===== config.mk =====
export PLATFORM = sky130hd
export DESIGN_NAME = mem_wb_stage
export DESIGN_NICKNAME = d
export VERILOG_FILES = /design/src/rtl/mem_wb_stage_pkg.sv /design/src/rtl/mem_wb_stage_align.sv /design/src/rtl/mem_wb_stage.sv
export SDC_FILE = /design/constraint.sdc
export NUM_CORES = 1
export LEC_CHECK = 0
export CORE_UTILIZATION = 47
export DETAILED_ROUTE_END_ITERATION = 6
export MAX_ROUTING_LAYER = met4
export PLACE_DENSITY = 0.78
export SETUP_SLACK_MARGIN = 0.5
export SLEW_MARGIN = 20
export SYNTH_ARGS = -nofsm -noshare
export SYNTH_HDL_FRONTEND = slang
export SYNTH_SLANG_ARGS = --single-unit

===== constraint.sdc =====
create_clock -name clk -period 2.72 [get_ports clk]
set_input_delay 0.68 -clock clk [delete_from_list [all_inputs] [get_ports clk]]
set_output_delay 0.68 -clock clk [all_outputs]
set_load 0.005 [all_outputs]

===== src/rtl/mem_wb_stage_pkg.sv =====
// rtl/mem_wb_stage_pkg.sv - shared definitions for the memory/writeback stage
// Purpose: funct3 load/store encodings, FSM state enum and enable constants.
// Ports: none (package).
package mem_wb_stage_pkg;

   localparam logic ENABLE  = 1'b1;
   localparam logic DISABLE = 1'b0;

   // RV32I funct3 encodings for loads and stores
   localparam logic [2:0] F3_LB  = 3'b000;
   localparam logic [2:0] F3_LH  = 3'b001;
   localparam logic [2:0] F3_LW  = 3'b010;
   localparam logic [2:0] F3_LBU = 3'b100;
   localparam logic [2:0] F3_LHU = 3'b101;
   localparam logic [2:0] F3_SB  = 3'b000;
   localparam logic [2:0] F3_SH  = 3'b001;
   localparam logic [2:0] F3_SW  = 3'b010;

   typedef enum logic {
      IDLE = 1'b0,
      MEM  = 1'b1
   } state_t;

endpackage


===== src/rtl/mem_wb_stage_align.sv =====
// rtl/mem_wb_stage_align.sv - byte-lane steering, alignment check and load extraction
// Purpose: pure combinational helper for mem_wb_stage.
// Ports: is_store/funct3/addr_lo select the access shape; store_data feeds the
//        store lanes (be, wdata); rdata feeds load_data; misalign flags an
//        access whose address is not a multiple of its size.
module mem_align
   import mem_wb_stage_pkg::*;
(
   input  logic        is_store,
   input  logic [2:0]  funct3,
   input  logic [1:0]  addr_lo,
   input  logic [31:0] store_data,
   input  logic [31:0] rdata,
   output logic [3:0]  be,
   output logic [31:0] wdata,
   output logic        misalign,
   output logic [31:0] load_data
);

   logic [31:0] shifted;

   always_comb begin
      be       = 4'hF;
      wdata    = store_data;
      misalign = 1'b0;
      if (is_store) begin
         case (funct3)
            F3_SB: begin
               be    = 4'b0001 << addr_lo;
               wdata = {4{store_data[7:0]}};
            end
            F3_SH: begin
               be       = 4'b0011 << addr_lo;
               wdata    = {2{store_data[15:0]}};
               misalign = addr_lo[0];
            end
            F3_SW:   misalign = |addr_lo;
            // unsupported encodings are treated as word accesses
            default: misalign = |addr_lo;
         endcase
      end else begin
         case (funct3)
            F3_LB, F3_LBU: misalign = 1'b0;
            F3_LH, F3_LHU: misalign = addr_lo[0];
            F3_LW:         misalign = |addr_lo;
            default:       misalign = |addr_lo;
         endcase
      end
   end

   // bring the addressed byte/half down to bit 0 before extension
   assign shifted = rdata >> {addr_lo, 3'b000};

   always_comb begin
      case (funct3)
         F3_LB:   load_data = {{24{shifted[7]}}, shifted[7:0]};
         F3_LH:   load_data = {{16{shifted[15]}}, shifted[15:0]};
         F3_LBU:  load_data = {24'd0, shifted[7:0]};
         F3_LHU:  load_data = {16'd0, shifted[15:0]};
         default: load_data = rdata;
      endcase
   end

endmodule


===== src/rtl/mem_wb_stage.sv =====
// rtl/mem_wb_stage.sv - memory access and register writeback pipeline stage
// Purpose: accepts execute results, runs loads/stores over a req/ack data
//          memory handshake and drives one-cycle register-file writebacks.
// Ports: clk/rst (sync, active-high); EX_* execute result inputs;
//        mem_stall back-pressure to execute; dmem_* memory request/response;
//        w_enable_WB/w_addr_WB/w_data_WB/pc_WB writeback port;
//        halt_WB sticky halt flag; misalign_WB one-cycle dropped-access pulse.
module mem_wb_stage
   import mem_wb_stage_pkg::*;
#(
   parameter int XLEN   = 32,
   parameter int REG_AW = 5
) (
   input  logic              clk,
   input  logic              rst,
   input  logic              EX_valid,
   input  logic [XLEN-1:0]   EX_pc,
   input  logic [XLEN-1:0]   EX_alu_result,
   input  logic [XLEN-1:0]   EX_rs2_data,
   input  logic [REG_AW-1:0] EX_rd_addr,
   input  logic              EX_w_enable,
   input  logic              EX_is_load,
   input  logic              EX_is_store,
   input  logic              EX_is_halt,
   input  logic [2:0]        EX_funct3,
   output logic              mem_stall,
   output logic              dmem_req,
   output logic              dmem_we,
   output logic [XLEN-1:0]   dmem_addr,
   output logic [XLEN-1:0]   dmem_wdata,
   output logic [3:0]        dmem_be,
   input  logic [XLEN-1:0]   dmem_rdata,
   input  logic              dmem_ack,
   output logic              w_enable_WB,
   output logic [REG_AW-1:0] w_addr_WB,
   output logic [XLEN-1:0]   w_data_WB,
   output logic [XLEN-1:0]   pc_WB,
   output logic              halt_WB,
   output logic              misalign_WB
);

   state_t            state, state_nxt;
   logic [REG_AW-1:0] rd_q;
   logic [XLEN-1:0]   pc_q;
   logic [2:0]        f3_q;
   logic [1:0]        addr_lo_q;
   logic              is_load_q;

   logic              accept, is_mem, go_mem;
   logic [3:0]        al_be;
   logic [XLEN-1:0]   al_wdata, al_load;
   logic              al_misalign;

   assign accept = (state == IDLE) && EX_valid && !halt_WB;
   assign is_mem = EX_is_load || EX_is_store;
   assign go_mem = accept && !EX_is_halt && is_mem && !al_misalign;

   // In IDLE the helper looks at the incoming instruction (lanes, alignment);
   // in MEM it looks at the saved access shape to extract the load result.
   mem_align u_align (
      .is_store   (EX_is_store),
      .funct3     ((state == MEM) ? f3_q : EX_funct3),
      .addr_lo    ((state == MEM) ? addr_lo_q : EX_alu_result[1:0]),
      .store_data (EX_rs2_data),
      .rdata      (dmem_rdata),
      .be         (al_be),
      .wdata      (al_wdata),
      .misalign   (al_misalign),
      .load_data  (al_load)
   );

   always_ff @(posedge clk) begin
      if (rst) state <= IDLE;
      else     state <= state_nxt;
   end

   always_comb begin
      state_nxt = state;
      case (state)
         IDLE: if (go_mem)   state_nxt = MEM;
         MEM:  if (dmem_ack) state_nxt = IDLE;
      endcase
   end

   always_comb begin
      mem_stall = (state == MEM) ? ENABLE : DISABLE;
   end

   always_ff @(posedge clk) begin
      if (rst) begin
         dmem_req    <= DISABLE;
         dmem_we     <= DISABLE;
         dmem_addr   <= '0;
         dmem_wdata  <= '0;
         dmem_be     <= '0;
         w_enable_WB <= DISABLE;
         w_addr_WB   <= '0;
         w_data_WB   <= '0;
         pc_WB       <= '0;
         halt_WB     <= DISABLE;
         misalign_WB <= DISABLE;
         rd_q        <= '0;
         pc_q        <= '0;
         f3_q        <= '0;
         addr_lo_q   <= '0;
         is_load_q   <= DISABLE;
      end else begin
         w_enable_WB <= DISABLE;
         misalign_WB <= DISABLE;
         if (state == IDLE) begin
            if (accept) begin
               if (EX_is_halt) begin
                  halt_WB <= ENABLE;
               end else if (is_mem) begin
                  if (al_misalign) begin
                     misalign_WB <= ENABLE;
                  end else begin
                     dmem_req   <= ENABLE;
                     dmem_we    <= EX_is_store;
                     dmem_addr  <= {EX_alu_result[XLEN-1:2], 2'b00};
                     dmem_wdata <= al_wdata;
                     dmem_be    <= al_be;
                     rd_q       <= EX_rd_addr;
                     pc_q       <= EX_pc;
                     f3_q       <= EX_funct3;
                     addr_lo_q  <= EX_alu_result[1:0];
                     is_load_q  <= !EX_is_store;
                  end
               end else begin
                  w_enable_WB <= EX_w_enable && (EX_rd_addr != '0);
                  w_addr_WB   <= EX_rd_addr;
                  w_data_WB   <= EX_alu_result;
                  pc_WB       <= EX_pc;
               end
            end
         end else if (dmem_ack) begin
            dmem_req <= DISABLE;
            pc_WB    <= pc_q;
            if (is_load_q) begin
               w_enable_WB <= (rd_q != '0);
               w_addr_WB   <= rd_q;
               w_data_WB   <= al_load;
            end
         end
      end
   end

endmodule


* Word-level counts from Yosys, hierarchy flattened
Index checks and enable logic that the tools add are counted.
** Operators by class
- Eq/ne operators :: 8
- Bitwise operators :: 5
- Mux-type cells :: 44
- Shifts and indexed selects :: 3
- Reduce and logical (&&, ||, !) cells :: 25
** Operators by type and width (number)
- $mux 32 :: 12
- $pmux 32 s4 :: 1
- $pmux 32 s2 :: 1
- $shr 32x5->16 :: 1
- $mux 5 :: 6
- $mux 1 :: 17
- $reduce_and 5->1 :: 3
- $reduce_bool 5->1 :: 2
- $pmux 4 s2 :: 1
- $eq 3x3->1 const B :: 2
- $logic_and 1x1->1 :: 6
- $ne 2x2->1 const B :: 3
- $pmux 1 s2 :: 3
- $reduce_or 2->1 :: 3
- $not 1->1 :: 5
- $reduce_or 5->1 :: 1
- $logic_not 1->1 :: 4
- $mux 4 :: 1
- $ne 2x1->1 const B :: 2
- $reduce_and 4->1 :: 1
- $reduce_bool 2->1 :: 2
- $shl 1x2->4 const A :: 1
- $shl 2x2->4 const A :: 1
- $eq 3x1->1 const B :: 1
- 5 further kinds :: 5
** Storage, ports and cells
- Bits in registers :: 184
- Input bits :: 144
- Output and inout port bits :: 143
- Word-level logic and storage cells :: 102

* Logic depth before layout (Yosys ltp)
- Depth after elaboration :: 10
- Mapped depth :: 9
- Gate-level depth less buffers :: 5

* Hierarchy
From an unflattened synthesis, not the netlist that was laid out.
** Unflattened totals
- Cell total of the unflattened synthesis :: 1068
- Area, all modules :: 10058.4 sq um
** Modules (own cells, without submodules)
- mem_wb_stage :: cells each 885, sequential area each 3683.5 sq um, instances 1, area an instance 8824.7 sq um
- mem_align :: cells each 183, sequential area each 0.0 sq um, instances 1, area an instance 1233.7 sq um

* Worst setup path before layout
OpenSTA, ideal clock, no wires.
- Kind :: input -> register
- Start :: input EX_alu_result[0]
- End :: register dmem_wdata[24]
- Setup slack :: 0.528 ns
- Required time :: 2.625 ns
- Buffers on the path :: 3
- Stages on the path :: 8
- Data arrival time :: 2.096 ns
- Path through :: buf_2 nor3_1 a21oi_1 o21a_1 buf_6 buf_6 or4_1 o311ai_1
** Between the ends
- Cells in the longest elaborated chain, start to end :: 6
- Elaborated cells on any way between the ends :: 7
- Those cells by class :: 4 x mux; 1 x bitwise; 2 x reduce/logical
** Ends and longest elaborated chain
- start: declaration :: line mem_wb_stage.sv:18 : input logic [XLEN-1:0] EX_alu_result,
- $mux 2 * :: line mem_wb_stage.sv:63 : .addr_lo ((state == MEM) ? addr_lo_q : EX_alu_result[1:0]),
- $reduce_or 2->1
- $pmux 1 s2 (on tied branches) :: line mem_wb_stage_align.sv:42, mem_wb_stage_align.sv:27
- $mux 1 * :: line mem_wb_stage_align.sv:26 : if (is_store) begin
- $not 1->1 (no line) *
- $reduce_and 5->1 (no line) *
- end signal: assignment :: line mem_wb_stage.sv:121 : dmem_wdata <= al_wdata;
- end: declaration :: line mem_wb_stage.sv:30 : output logic [XLEN-1:0] dmem_wdata,
Mark *: on every way between the ends. The rest lies on a longest branch, timed or not.
A chain may end at the register's enable or synchronous reset.

* Worst setup path in the final report
- Start :: input EX_is_halt
- End :: register pc_WB[19]
** Between the ends
- Cells in the longest elaborated chain, start to end :: 2
** Ends and longest elaborated chain
- start: declaration :: line mem_wb_stage.sv:24 : input logic EX_is_halt,
- $ne 2x1->1 (no line)
- $reduce_and 4->1 (no line)
- end signal: assignment :: line mem_wb_stage.sv:133 : pc_WB <= EX_pc;
- end signal: assignment :: line mem_wb_stage.sv:138 : pc_WB <= pc_q;
- end: declaration :: line mem_wb_stage.sv:37 : output logic [XLEN-1:0] pc_WB,
No other way between the ends.

==> flow_summary.ini <==
[outcome]
status = finished with violations
violations = DRC

[critical_path]
cp.arrival_ns = 2.51
ff2ff_setup_slack_ns = 0.66
slowest_stage = clkdlybuf4s50_1
critPathBufInv = 4
required_ns = 3.04
crit_fanout = 37
path_class = in -> reg
setup.worst_path.end_class = register
rr_worst_depth = 6
slowest_delay_ns = 0.43
r2r-end = dmem_wdata[16]
path_cells = clkdlybuf4s50_1 > buf_4 > nor4b_4 > buf_4 > nand2_1 > nand2_2 > buf_12 > nor2_1 > a211oi_1
timing.critical_path.mode_cell = buf_4
cp-start-kind = input port
reg2reg_from = state
critical-path-top-delay-family = buffers and inverters

[placement]
placed_cell_area_um2 = 12050
gp_congestion = 0.9299
dp_hpwl_um = 21990
io_buffers = 284

[synthesis]
yosysUniqueCellTypes = 58
syn_inst = 1037
synthArstFlopShare_pct = 0
synth_largest_area_cell = dfxtp_1
synth-seq-cells = 184
synth-edff-count = 0
netlist_top_cells_area = dfxtp_1 42%, o21ai_0 6.6%, a21oi_1 6.3%, nand3_1 5.4%, mux2i_1 5.3%
synth_area_per_cell_um2 = 8.427
synth_top_area_share_pct = 42.15
synth_warnings = 0
seq_area_frac_synth_pct = 42.15
synthFlopType = dfxtp_1
syn-cell-area_um2 = 8738

[grt]
grt_pass1_wl_um = 48690
gr-total-overflow = 0
antenna_found_initial = 2
grt_pass1_vias = 8949
grt.total_usage_pct = 33.12
grt_max_degree = 120

[power_and_ir_drop]
leakage_nw = 4.292
clock_power_share_pct = 36.9
p_int_mw = 4.767
pwr-share-seq_pct = 43.3
swShare_pct = 27.64
powerDensity_nw_per_um2 = 513.2
ir_worst_vdd_v = 0.0004834
combPwrFrac_pct = 19.7
p_sw_mw = 1.821

[timing]
setup-violations-final = 0
grt_setup_unrepaired = no
slew_violations = 0
min_period_over_period_pct = 80.36
finalCriticalPeriod_ns = 2.186
hold_viol = 0
final.setup_skew_ns = 0.01564
relSlewSlack_pct = 61.79
fmax_mhz = 457.5
worst_pin_slew_ns = 0.5587

[routing]
vias_per_cell = 6.036
num_vias = 9392
first_iter_violations = 985
final_antenna_net_count = 0
wl_per_cell_um = 20.17
drt-pass1-iter-count = 7
drc = 36
wl_um = 31390

[finish]
final_util_pct = 70.98
drive_gt1_share_pct = 11.32
mostFrequentLayoutCell = clkdlybuf4s50_1
layout.nets = 1456
num-fill-cells = 1438
final_area_um2 = 12840
final_cell_mix = 277 x clkdlybuf4s50_1, 183 x dfxtp_1, 108 x a21oi_1
syn_to_final_growth_pct = 46.91

[hold_path]
holdPathEnd = w_data_WB[12]
hp-start = w_data_WB[12]
hp-class = reg -> reg
hold-path-cell-count = 2

[floorplan]
core_um2 = 18090
dieArea_um2 = 19140
io-pin-count = 287
initial_core_util_pct = 48.32
dieHeight_um = 138.4
rows = 49
die_w_um = 138.4

[clock_tree]
cts.sinks = 184
cts_tree = yes
worst_skew_pair.late_latency_ns = 0.43
clock_path_buffers = 2
cts_inserted_buffers = 17
htree_levels = 4
clk_pin_slew_ns = 0.07
clockRootBuffer = clkbuf_16

[run]
cap_violations = 0
==> power groups by stage <==
stage / Sequential, mW / Clock (mW) / Combinational [mW]
6_report: 2.85 / 2.43 / 1.30
5_1_grt: 2.86 / 2.57 / 1.38
4_1_cts: 2.85 / 2.46 / 1.27
3_5_place_dp: 2.92 / 0 / 1.21
3_3_place_gp: 2.91 / 0 / 1.20
2_1_floorplan: 2.91 / 0 / 0.544
==> Yosys cell counts (2+ instances only) <==
| cell | instances |
|---|---|
| nand4_1 | 7 |
| or4_1 | 5 |
| nor3b_1 | 9 |
| nor4_1 | 5 |
| mux2_4 | 2 |
| a221oi_2 | 4 |
| o221ai_1 | 7 |
| o21a_1 | 3 |
| mux2i_4 | 2 |
| a21o_1 | 3 |
| o2111ai_1 | 3 |
| a21oi_1 | 110 |
| buf_2 | 25 |
| nor2b_1 | 8 |
| nor2_1 | 57 |
| clkbuf_1 | 68 |
| nand2_1 | 90 |
| nand3_1 | 94 |
| a211oi_1 | 45 |
| o21ai_0 | 115 |
| nand2b_1 | 6 |
| o21ai_1 | 3 |
| o211ai_1 | 2 |
| buf_4 | 10 |
| mux2i_1 | 46 |
| and2_1 | 2 |
| o311ai_0 | 13 |
| o311ai_1 | 4 |
| a221oi_1 | 29 |
| and3b_1 | 2 |
| nor3_1 | 9 |
| a311oi_1 | 7 |
| a31oi_1 | 2 |
| inv_1 | 16 |
| dfxtp_1 | 184 |
| a211o_1 | 4 |
| or4b_1 | 2 |
| buf_6 | 6 |
| and3_1 | 2 |
| mux2_2 | 3 |
| mux4_2 | 6 |
==> worst register-to-register path: stages, from the launching register on <==
cell and delay, ns:
dfxtp_4 0.40, buf_4 0.17, or4b_4 0.58, nor2_4 0.19
buf_4 0.28, a21oi_1 0.12, a311oi_1 0.26
==> metal layers <==
metal  GRT usage (%)  vias to the layer above  wire (um)
met5               -                        -          0
li1                -                     4390          -
met4           15.43                        0       1316
met1           39.79                     4411      12640
met3           7.066                       99       2661
met2           53.06                      492      14770
==> through the flow <==
step           power (mW)  setup TNS [ns]  hold WS [ns]  cells  worst slack, ns
2_1_floorplan       3.452               0        0.4535   1038           0.5284
3_3_place_gp        4.116               0        0.4476   1509         0.003582
3_5_place_dp        4.129         -0.4235        0.4562   1509         -0.06431
4_1_cts             6.580               0        0.4750   1548           0.4767
5_1_grt             6.810               0        0.4902   1556           0.5110
6_report            6.588               0        0.4733   1556           0.5341
==> cell families (layout without fill, tap and decap cells) <==
family          after synthesis  in the layout  share of synthesized area [%]
buf+inv                     125            411                          6.672
compound gates              360            361                          25.90
simple gates                308            308                          17.17
mux                          59             59                          8.061
flops                       184            184                          42.15
other cells                   1              4                        0.04291
==> worst max path at each step <==
stage | startpoint | cells past startpoint | end
2_1_floorplan | EX_alu_result[0] | 8 | dmem_wdata[24]
3_3_place_gp | EX_alu_result[0] | 7 | w_data_WB[9]
3_5_place_dp | EX_alu_result[0] | 8 | dmem_wdata[8]
4_1_cts | EX_funct3[2] | 7 | dmem_addr[8]
5_1_grt | EX_is_halt | 9 | pc_WB[6]
6_report | EX_is_halt | 9 | pc_WB[19]
==> layout make-up <==
cell class | count | area [um^2] | share of cell area [%]
multi-input combinational | 730 | 4558 | 35.51
sequential | 184 | 3687 | 28.72
timing repair buffer | 363 | 3671 | 28.60
clock buffer | 20 | 456.7 | 3.558
tap | 229 | 286.5 | 2.232
clock inverter | 12 | 112.6 | 0.8772
inverter | 16 | 60.06 | 0.4678
antenna | 2 | 5.005 | 0.03899
==> registers in the layout (all words and copies together) (netlist names), 2 cells and up <==
name,cells
addr_lo_q,2
w_addr_WB,5
dmem_addr,30
f3_q,3
rd_q,5
w_data_WB,32
pc_q,32
pc_WB,32
dmem_wdata,32
dmem_be,4
==> repair_timing <==
action                                  CTS  global route
hold buffers                              0             0
pin swaps                                 3             2
gates resized for setup                  12            22
endpoints found under the setup margin  113            90
setup buffers                             5             6
gates cloned                              2             0
No activity file was read; power rests on OpenSTA's default activity.
